[src/rtl/data_shifter_right.sv]
// Registered signed right-shift scaler: IN_W-bit sample to OUT_W-bit sample, zero output when disabled.
// Define DATA_SHIFTER_RIGHT_ROUND_EN to round half-up with positive saturation instead of truncating.
module data_shifter_right #(
    parameter int IN_W  = 24,
    parameter int OUT_W = 16
) (
    input  logic             clk,
    input  logic             rst,
    input  logic [IN_W-1:0]  data_in,
    input  logic             enn,
    output logic [OUT_W-1:0] data_out,
    output logic             out_valid
);

    localparam int SHIFT = IN_W - OUT_W;

    logic [OUT_W-1:0] data_d;
    logic [OUT_W-1:0] data_q;
    logic             valid_d;
    logic             valid_q;

`ifdef DATA_SHIFTER_RIGHT_ROUND_EN
    // Adding the round bit can only overflow upward, so only positive saturation is needed.
    function automatic logic [OUT_W-1:0] scale_f(input logic [IN_W-1:0] x);
        logic [OUT_W:0] sum;
        sum = {x[IN_W-1], x[IN_W-1:SHIFT]} + {{OUT_W{1'b0}}, x[SHIFT-1]};
        if (sum[OUT_W] != sum[OUT_W-1]) begin
            scale_f = {1'b0, {(OUT_W-1){1'b1}}};
        end else begin
            scale_f = sum[OUT_W-1:0];
        end
    endfunction
`else
    function automatic logic [OUT_W-1:0] scale_f(input logic [IN_W-1:0] x);
        scale_f = x[IN_W-1:SHIFT];
    endfunction
`endif

    // Next-state selection: scaled sample when enabled, forced zero otherwise
    always_comb begin
        data_d  = {OUT_W{1'b0}};
        valid_d = 1'b0;
        if (enn) begin
            data_d  = scale_f(data_in);
            valid_d = 1'b1;
        end else begin
            data_d  = {OUT_W{1'b0}};
            valid_d = 1'b0;
        end
    end

    // Output registers with asynchronous clear
    always_ff @(posedge clk or posedge rst) begin
        if (rst) begin
            data_q  <= {OUT_W{1'b0}};
            valid_q <= 1'b0;
        end else begin
            data_q  <= data_d;
            valid_q <= valid_d;
        end
    end

    assign data_out  = data_q;
    assign out_valid = valid_q;

endmodule

[config.mk]
export PLATFORM = sky130hd
export DESIGN_NAME = data_shifter_right
export DESIGN_NICKNAME = d
export VERILOG_FILES = /design/src/rtl/data_shifter_right.sv
export SDC_FILE = /design/constraint.sdc
export NUM_CORES = 1
export LEC_CHECK = 0
export ABC_CLOCK_PERIOD_IN_PS = 800
export BUFFER_PORTS_ARGS = -buffer_cell sky130_fd_sc_hd__buf_2
export CORE_MARGIN = 10
export CORE_UTILIZATION = 39
export DETAILED_ROUTE_END_ITERATION = 10
export HOLD_SLACK_MARGIN = 0.03
export PLACE_DENSITY = 0.8
export SETUP_SLACK_MARGIN = 0.3
export SYNTH_ARGS = -nofsm -noshare
export SYNTH_HDL_FRONTEND = slang
export SYNTH_SLANG_ARGS = --single-unit
[constraint.sdc]
create_clock -name clk -period 0.8 [get_ports clk]
set_input_delay 0.12 -clock clk [delete_from_list [all_inputs] [get_ports clk]]
set_output_delay 0.12 -clock clk [all_outputs]
set_load 0.02 [all_outputs]
==> qor.yml <==
drive_gt1_frac: 0.703
start_util: 0.422
grt_pass1_wl_mm: 2.04
clockRootBuffer: "clkbuf_4"
clock_sinks: 17
vdd_drop_max_v: 0.00117
post_dp_cell_area_sq_um: 746
finalWirelength_mm: 1.21
violations: "hold timing, setup timing"
rsz0062_at_grt: "yes"
yosys.area_share.adder: 0
synth.cell_area_sq_um: 556
max_stage_delay_ns: 0.39
whs_ns: -0.169
cp.arrival_ns: 0.80
numCtsBuffers: 3
finalSetupTns_ns: -1.84
die_h_um: 57.7
gp_congestion: 0.605
syn2layout_area_growth_pct: 58.3
drc: 0
cts_tree: "built"
die_area_sq_mm: 0.00333
register_area_sq_um: 425
path_max_fanout: 1
synthMuxAreaShare: 0
path_delay_family: "flip-flops"
cp_data_required_time_ns: 0.68
via_per_inst: 4.28
cts.htree.levels: 1
dieWidth_um: 57.7
portBuffers: 35
firstDrtPassIters: 2
path_clk_slew_ns: 0.09
synth_top_family_by_area: "simple AND/OR/NAND/NOR gates"
place_hpwl_um: 951
worst-path-buf-inv: 1
setup_violations: 17
ys_warn_count: 0
min_path_type: "input pin to asynchronous set/reset pin"
relSlewSlack: 0.861
synthXorXnorAreaFrac: 0
n_antenna_cell: 0
wire_per_inst_um: 13.6
finish.net_count: 102
synth_seq_cells: 17
dp.cells: 85
track_usage: 0.0771
coreArea_sq_mm: 0.00132
outcome: "complete, but fails checks"
period_needed_ns: 0.917
power_density_mw_per_mm2: 1820
final_common_cell: "buf_2"
grt_pass1_vias: 445
crit_chain: "buf_6"
final_cell_mix: "buf_2 (18), dfrtp_1 (17), buf_6 (17), and2_2 (12), and2_1 (4)"
hold_viol: 17
synth_cell_types: 5
final_antenna_net_count: 0
cts_setup_buffers: 0
met2_usage: 0.135
n_fill_cell: 106
use_met3: 0.0370
stdcell_count: 89
antenna_found_initial: 0
num_vias: 381
max_cap_violations: 0
rows: 13
synth_area_per_cell_sq_um: 15.9
timing.final.ws_setup_ns: -0.117
syn_nets: 62
max_freq_mhz: 1090
slew_violations: 0
multi_input_area_sq_um: 115
leakagePower_nw: 0.471
seq_area_frac_synth: 0.766
dp_slack_ns: 0.180
path_class: "flip-flop to primary output"
synth_compound_area_frac: 0
slowest_stage: "dfrtp_1"
stdcell_area_sq_um: 880
drtIter0Drc: 2
worstSetupEndpointType: "primary output"
tightest_slew_ns: 0.209
startpoint: "data_out[9]"
use_met1: 0.0687
yosys.area_share.simple: 0.207
min_period_over_period: 1.15
overflow: 0
startpoint_type: "flip-flop"
grt_max_degree: 18
io_pins: 44
syn_inst: 35
busiest_layer: "met2"
cts_buffer_depth: 2
path_depth: 1
-- worst max path at each step --
stage	to	slack (ns)
detailed placement	data_out[7]	0.18
CTS	data_out[7]	-0.13
finish	data_out[9]	-0.12
global route	data_out[0]	-0.16
floorplan	data_out[0]	0.26
global placement	data_out[6]	0.19
-- logic make-up after synthesis --
logic type,after synthesis
DFF,17
and+or+nand+nor,16
buffers and inverters,2
-- through the flow --
| stage | total power, mW | utilization |
|---|---|---|
| 2_1_floorplan | 1.04 | - |
| 3_3_place_gp | 1.13 | 0.566 |
| 3_5_place_dp | 1.14 | 0.566 |
| 4_1_cts | 1.64 | 0.668 |
| 5_1_grt | 1.69 | 0.668 |
| 6_report | 1.60 | 0.668 |
-- metal layers --
layer  part of all wire  vias up  routed length, um
met1               0.34      173                413
met5                  0        -                  0
met3               0.11        2                138
met2               0.53       23                635
met4              0.018        0                 22
li1                   -      183                  -
-- Yosys cell counts --
library cell  instances  area, sq um
dfrtp_1              17          425
and2_2               12         90.1
and2_1                4         25.0
buf_6                 1         11.3
inv_1                 1         3.75
-- area by class of cell --
| type | instances | share of cell area |
|---|---|---|
| inverters | 1 | 0.00427 |
| multi-input cells | 16 | 0.131 |
| repair buffers | 36 | 0.329 |
| flip-flops and latches | 17 | 0.484 |
| clock buffers | 3 | 0.0256 |
| clock inverters | 1 | 0.00569 |
| well taps | 15 | 0.0213 |
-- registers in the layout, indices dropped and copies added (netlist names) --
| register | cells |
|---|---|
| data_out | 16 |
| out_valid | 1 |
-- report_power, final --
part           internal [mW]  leakage (nW)  switching [mW]
logic                  0.141         0.236           0.117
registers              0.902         0.218          0.0197
clock network          0.185        0.0177           0.239
-- what timing repair did --
action | in CTS | in global routing
gates cloned | 0 | 0
pin swaps | 0 | 0
endpoints found under the setup margin | 17 | 17
endpoints found under the hold margin | 17 | 17
gates resized for setup | 34 | 0
(Power assumes the default switching activity.)
